## src/rtl/lemv8_pkg.sv

```systemverilog
// Shared LEGv8 encodings: ALU operation codes, R-type opcodes, immediate
// formats and main-control ALUOp values.
package lemv8_pkg;

   localparam int ZERO_REG = 31;

   localparam logic [3:0] ALU_AND   = 4'b0000;
   localparam logic [3:0] ALU_OR    = 4'b0001;
   localparam logic [3:0] ALU_ADD   = 4'b0010;
   localparam logic [3:0] ALU_SUB   = 4'b0110;
   localparam logic [3:0] ALU_PASSB = 4'b0111;
   localparam logic [3:0] ALU_NOR   = 4'b1100;

   localparam logic [10:0] OPC_ADD  = 11'b10001011000;
   localparam logic [10:0] OPC_SUB  = 11'b11001011000;
   localparam logic [10:0] OPC_AND  = 11'b10001010000;
   localparam logic [10:0] OPC_ORR  = 11'b10101010000;
   localparam logic [10:0] OPC_STUR = 11'b11111000000;

   typedef enum logic [1:0] {
      IMM_I    = 2'b00,
      IMM_D    = 2'b01,
      IMM_CB   = 2'b10,
      IMM_NONE = 2'b11
   } imm_type_e;

   typedef enum logic [1:0] {
      ALUOP_ADD   = 2'b00,
      ALUOP_PASSB = 2'b01,
      ALUOP_RTYPE = 2'b10,
      ALUOP_RSVD  = 2'b11
   } alu_op_e;

endpackage

```

## src/rtl/id_ex_operand_stage_alu_control.sv

```systemverilog
// Maps main-control ALUOp plus the R-type opcode field to a 4-bit ALU
// operation; unknown R-type opcodes fall back to ADD and raise illegal.
module alu_control
   import lemv8_pkg::*;
(
   input  logic [1:0]  alu_op,
   input  logic [10:0] opcode,
   output logic [3:0]  operation,
   output logic        illegal
);

   always_comb begin
      operation = ALU_ADD;
      illegal   = 1'b0;
      case (alu_op)
         ALUOP_ADD:   operation = ALU_ADD;
         ALUOP_PASSB: operation = ALU_PASSB;
         ALUOP_RTYPE: begin
            case (opcode)
               OPC_ADD: operation = ALU_ADD;
               OPC_SUB: operation = ALU_SUB;
               OPC_AND: operation = ALU_AND;
               OPC_ORR: operation = ALU_OR;
               default: illegal   = 1'b1;
            endcase
         end
         default:     operation = ALU_ADD;
      endcase
   end

endmodule

```

## src/rtl/id_ex_operand_stage.sv

```systemverilog
// ID/EX pipeline register with EX-side immediate build, ALU control decode,
// operand forwarding and load-use bubble insertion in front of the ALU.
module id_ex_operand_stage #(
   parameter int DATA_W    = 64,
   parameter int REG_IDX_W = 5
) (
   input  logic                 clk,
   input  logic                 rst_n,
   input  logic                 in_valid,
   output logic                 in_ready,
   input  logic [31:0]          instr,
   input  logic [1:0]           alu_op,
   input  logic                 alu_src,
   input  logic [1:0]           imm_type,
   input  logic [REG_IDX_W-1:0] rn_idx,
   input  logic [REG_IDX_W-1:0] rm_idx,
   input  logic [DATA_W-1:0]    rn_data,
   input  logic [DATA_W-1:0]    rm_data,
   input  logic                 flush,
   input  logic                 ex_mem_regwrite,
   input  logic                 ex_mem_memread,
   input  logic [REG_IDX_W-1:0] ex_mem_rd,
   input  logic [DATA_W-1:0]    ex_mem_result,
   input  logic                 mem_wb_regwrite,
   input  logic [REG_IDX_W-1:0] mem_wb_rd,
   input  logic [DATA_W-1:0]    mem_wb_result,
   output logic                 out_valid,
   input  logic                 out_ready,
   output logic [DATA_W-1:0]    input1,
   output logic [DATA_W-1:0]    input2,
   output logic [3:0]           operation,
   output logic [DATA_W-1:0]    store_data,
   output logic                 illegal_op
);
   import lemv8_pkg::*;

   localparam logic [REG_IDX_W-1:0] XZR = REG_IDX_W'(ZERO_REG);

   logic                 valid_q;
   logic [31:0]          instr_q;
   logic [1:0]           alu_op_q;
   logic                 alu_src_q;
   imm_type_e            imm_type_q;
   logic [REG_IDX_W-1:0] rn_q, rm_q;
   logic [DATA_W-1:0]    rn_data_q, rm_data_q;

   logic [DATA_W-1:0]    imm_ext, fwd_a, fwd_b;
   logic                 load_use, is_store, rtype_illegal;

   assign in_ready  = !valid_q || (out_valid && out_ready);
   assign out_valid = valid_q && !load_use;

   always_ff @(posedge clk or negedge rst_n) begin
      if (!rst_n) begin
         valid_q    <= 1'b0;
         instr_q    <= '0;
         alu_op_q   <= '0;
         alu_src_q  <= 1'b0;
         imm_type_q <= IMM_I;
         rn_q       <= '0;
         rm_q       <= '0;
         rn_data_q  <= '0;
         rm_data_q  <= '0;
      end else if (flush) begin
         valid_q <= 1'b0;
      end else if (in_valid && in_ready) begin
         valid_q    <= 1'b1;
         instr_q    <= instr;
         alu_op_q   <= alu_op;
         alu_src_q  <= alu_src;
         imm_type_q <= imm_type_e'(imm_type);
         rn_q       <= rn_idx;
         rm_q       <= rm_idx;
         rn_data_q  <= rn_data;
         rm_data_q  <= rm_data;
      end else if (out_valid && out_ready) begin
         valid_q <= 1'b0;
      end
   end

   always_comb begin
      imm_ext = '0;
      case (imm_type_q)
         IMM_I:   imm_ext = DATA_W'(instr_q[21:10]);
         IMM_D:   imm_ext = {{(DATA_W-9){instr_q[20]}}, instr_q[20:12]};
         IMM_CB:  imm_ext = {{(DATA_W-19){instr_q[23]}}, instr_q[23:5]};
         default: imm_ext = '0;
      endcase
   end

   // A loaded value in EX/MEM is not yet available, so only MEM/WB may serve it.
   function automatic logic [DATA_W-1:0] fwd(
      input logic [REG_IDX_W-1:0] src,
      input logic [DATA_W-1:0]    rf,
      input logic                 em_rw,
      input logic                 em_mr,
      input logic [REG_IDX_W-1:0] em_rd,
      input logic [DATA_W-1:0]    em_res,
      input logic                 wb_rw,
      input logic [REG_IDX_W-1:0] wb_rd,
      input logic [DATA_W-1:0]    wb_res
   );
      if (src == XZR)                            return '0;
      else if (em_rw && em_rd == src && !em_mr)  return em_res;
      else if (wb_rw && wb_rd == src)            return wb_res;
      else                                       return rf;
   endfunction

   always_comb begin
      fwd_a = fwd(rn_q, rn_data_q, ex_mem_regwrite, ex_mem_memread, ex_mem_rd,
                  ex_mem_result, mem_wb_regwrite, mem_wb_rd, mem_wb_result);
      fwd_b = fwd(rm_q, rm_data_q, ex_mem_regwrite, ex_mem_memread, ex_mem_rd,
                  ex_mem_result, mem_wb_regwrite, mem_wb_rd, mem_wb_result);
   end

   // Rm matters to a load-use hazard when it feeds the ALU or is the STUR data.
   assign is_store = (instr_q[31:21] == OPC_STUR);

   always_comb begin
      load_use = 1'b0;
      if (ex_mem_memread && ex_mem_regwrite && ex_mem_rd != XZR) begin
         if (ex_mem_rd == rn_q)
            load_use = 1'b1;
         if (ex_mem_rd == rm_q && (!alu_src_q || is_store))
            load_use = 1'b1;
      end
   end

   alu_control u_alu_control (
      .alu_op    (alu_op_q),
      .opcode    (instr_q[31:21]),
      .operation (operation),
      .illegal   (rtype_illegal)
   );

   assign illegal_op = valid_q && rtype_illegal;
   assign input1     = fwd_a;
   assign input2     = alu_src_q ? imm_ext : fwd_b;
   assign store_data = fwd_b;

endmodule

```

## config.mk

```make
export PLATFORM = sky130hd
export DESIGN_NAME = id_ex_operand_stage
export DESIGN_NICKNAME = d
export VERILOG_FILES = /design/src/rtl/lemv8_pkg.sv /design/src/rtl/id_ex_operand_stage_alu_control.sv /design/src/rtl/id_ex_operand_stage.sv
export SDC_FILE = /design/constraint.sdc
export NUM_CORES = 1
export LEC_CHECK = 0
export ABC_AREA = 1
export CAP_MARGIN = 0
export CORE_AREA = 2 2 200 202
export DETAILED_ROUTE_END_ITERATION = 16
export DIE_AREA = 0 0 202 204
export GPL_TIMING_DRIVEN = 0
export PLACE_DENSITY = 0.63
export SYNTH_ARGS = -nofsm -noshare
export SYNTH_HDL_FRONTEND = slang
export SYNTH_SLANG_ARGS = --single-unit
```

## constraint.sdc

```tcl
create_clock -name clk -period 2.1 [get_ports clk]
set_input_delay 0.525 -clock clk [delete_from_list [all_inputs] [get_ports clk]]
set_output_delay 0.525 -clock clk [all_outputs]
set_load 0.01 [all_outputs]
```

==> reports/qor.csv <==
stage;metric;value;unit
place;Final GP Congestion;0.981;
logic_synthesis;Synth Warn #;0;
logic_synthesis;Area contributors post-synth;dfrtp_1, nand2_1, nand3_1;
routing;Via-to-Cell Ratio;5.18;
power_and_ir_drop;clock share of power;26.1;%
clock_network;CTS buffer count;17;
routing;drt drc;0;
die;die area;41200;um2
die;CORE AREA;39200;um2
die;Ports;520;
clock_network;CTS sink cnt;171;
clock_network;CTS hold repair buffers;0;
power_and_ir_drop;PwrDens;615;nW/um2
place;Detail Placement HPWL;45900;um
timing;Final Worst Setup Slack;-1.02;ns
logic_synthesis;register area share after synthesis;36.0;%
timing;Slew Viols, Final;0;
timing;Tcrit/Tclk final;149;%
logic_synthesis;most numerous cell in the Yosys netlist;nand2_1;
routing;ANT nets after route;0;
worst_setup_path;CP max FO;5;
job;max_cap viols;0;
logic_synthesis;Synth area leader;dfrtp_1;
place;placed cell areas;17900;um2
routing;drt first pass iters;5;
timing;final hold slack;0.0207;ns
timing;Worst-Margin Slew;0.730;ns
power_and_ir_drop;Int Pwr;8680;uW
die;die span in y;204;um
timing;Worst slew margin;51.3;%
worst_setup_path;CP max-delay cell;dfrtp_1;
global_route;number of global-route vias before repair;15300;
global_route;total grt overflow;0;
timing;achievable frequency;320;MHz
routing;WL per Instance;21.3;um
worst_setup_path;CP Class;reg -> out;
clock_network;CTS clk-pin slew, worst paths;0.08;ns
final_layout;nets;2834;
power_and_ir_drop;Psw;5000;uW
global_route;gr usage total;29.3;%
global_route;first-pass GRT wire length;91600;um
final_layout;Final Instance Area;22200;um2
timing;Final min period;3.12;ns
die;Die Width;202;um
timing;unrepaired setup endpoints after global routing;true;
worst_setup_path;reg2reg path depth;15;
clock_network;root buf cell;clkbuf_16;
status;status;complete, but fails checks;
power_and_ir_drop;P_leak;0.0109;uW
worst_setup_path;Worst path max stage delay;0.44;ns
timing;final hold viol count;0;
status;violated checks;negative setup slack;
logic_synthesis;area share of the largest cell type after synthesis;36.0;%
logic_synthesis;Synth Net Count;2163;
routing;Iteration-0 DRC Markers;1125;
global_route;largest net degree at the start of global routing;94;
global_route;initial antenna violation count;11;
logic_synthesis;Synth Flop Type;dfrtp_1;
timing;final setup TNS;-186.53;ns
logic_synthesis;number of enable flip-flop cells after synthesis;0;
worst_setup_path;crit path capture type;primary output;
final_layout;layout cells sized above 1;35.3;%
routing;DRT Wirelength;65200;um
clock_network;Bufs on Longest Clock Path;2;
logic_synthesis;Syn Area/Cell;6.47;um2
worst_hold_path;Hold Path Class;in -> async;
worst_setup_path;crit-path leading delay family;buffers and inverters;
logic_synthesis;top cells by count, synth;nand2_1, nand3_1, o21ai_0;
timing;worst clock skew;0.0163;ns
power_and_ir_drop;sw frac;36.5;%
timing;final setup fails;350;
power_and_ir_drop;Max VDD drop;0.000558;V
worst_setup_path;WP depth;13;
clock_network;CTS tree;built;
final_layout;fin util;56.7;%
worst_setup_path;most used cell, CP;buf_12;
logic_synthesis;Post-Syn Area;11900;um2
place;Setup WS pre-CTS;-1.80;ns
worst_setup_path;WP buf/inv;6;
final_layout;Synth-to-Final Area Change;86.8;%
power_and_ir_drop;Seq pwr share;30.9;%
die;Initial Util;30.4;%
clock_network;clock latency at the later pin of the worst-skew pair;0.45;ns
worst_setup_path;CP startpoint kind;flop;
logic_synthesis;Async S/R FF share, synth;100;%
routing;via count;15800;
logic_synthesis;Netlist cell types;32;
place;number of port buffers;513;
worst_setup_path;crit path DAT;2.60;ns
power_and_ir_drop;Comb pwr share;43.0;%
die;Core Rows;73;
clock_network;H-tree level count;4;
logic_synthesis;cells after synthesis;1840;
worst_setup_path;CP Data Required Time;1.57;ns
worst_setup_path;Critical Path, Cell by Cell;xnor2_1 -> nand3_2 -> nor2_4 -> nand2_4 -> buf_12 -> buf_12 -> buf_8 -> clkbuf_16 -> o21ai_2 -> inv_2 -> nand3_1 -> nand2_1 -> buf_2;
logic_synthesis;Yosys reg bits;171;
-- power groups by stage --
stage,Combinational (uW),Sequential (uW),Clock [uW]
2_1_floorplan,2390,4060,0
3_3_place_gp,5250,4150,0
3_5_place_dp,5270,4150,0
4_1_cts,5180,4130,3590
5_1_grt,6340,4270,3730
6_report,5880,4230,3570
-- cells by family after synthesis --
| kind of cell | share of synthesized area (%) |
|---|---|
| AND/OR/NAND/NOR | 38.7 |
| buffers and inverters | 10.8 |
| flip-flops | 36.0 |
| adder cells (fa/ha/maj) | 0.210 |
| XOR/XNOR | 0.515 |
| other | 0.0315 |
| AO/OA/AOI/OAI | 13.8 |
-- flip-flops by register name (all words and copies together), names as in the netlist --
name	cells
valid_q	1
rn_data_q	64
alu_src_q	1
imm_type_q	2
rm_q	5
rn_q	5
instr_q	27
alu_op_q	2
rm_data_q	64
-- through the flow --
| step | std cells | total power (uW) |
|---|---|---|
| 6_report | 3059 | 13700 |
| 5_1_grt | 3058 | 14300 |
| 4_1_cts | 2988 | 12900 |
| 3_5_place_dp | 2879 | 9430 |
| 3_3_place_gp | 2878 | 9400 |
| 2_1_floorplan | 1840 | 6450 |
-- routing by layer --
layer / part of all wire [%] / track usage, % / vias to the layer above
met5: 0 / 0 / -
li1: - / - / 7279
met4: 4.7 / 13.7 / 0
met2: 49 / 49.7 / 794
met3: 7.3 / 3.86 / 152
met1: 39 / 37.1 / 7610
-- what timing repair did --
| item | in CTS | in global routing |
|---|---|---|
| endpoints found under the hold margin | 0 | 0 |
| pin swaps | 140 | 288 |
| endpoints found under the setup margin | 363 | 369 |
| resized for setup | 1162 | 588 |
| gates cloned | 18 | 17 |
| buffers inserted | 63 | 58 |
-- worst paths after layout --
check | start | to | slack, ns
hold reg to reg | instr_q[23] | instr_q[23] | 0.47
setup reg to reg | rn_q[4] | rn_data_q[4] | -0.21
max in group asynchronous | rst_n | rn_data_q[42] | 1.15
min in group clk | instr_q[23] | instr_q[23] | 0.47
hold / removal | rst_n | alu_op_q[1] | 0.02
setup / recovery | rm_q[2] | input2[32] | -1.02
-- cell type report --
class	instances	area [um2]
Inverter	169	661
Clock inverter	12	186
Timing Repair Buffer	663	6590
Multi-Input combinational cell	1364	7980
Buffer	125	1390
Fill cell	3627	17000
Tap cell	525	657
Clock buffer	19	453
Antenna cell	11	27.5
Sequential cell	171	4290
-- cells in the final DEF, fill, tap and decap left out, types with 5 or more instances in the layout --
cell type,count
and2_1,46
and2_4,18
buf_1,10
buf_12,37
buf_16,7
buf_2,172
buf_4,50
buf_6,90
buf_8,35
clkbuf_1,17
clkbuf_16,49
clkbuf_2,9
clkbuf_8,14
clkdlybuf4s50_1,303
dfrtp_1,166
dfrtp_2,5
diode_2,11
dlygate4sd2_1,11
inv_1,149
inv_2,18
nand2_1,488
nand2_2,62
nand2_4,55
nand3_1,167
nand3_2,70
nand3_4,6
nor2_1,69
nor2_2,66
nor2_4,7
o211ai_1,71
o21ai_0,66
o21ai_1,47
o21ai_2,81
o21ai_4,8
No activity file was read; power rests on OpenSTA's default activity.
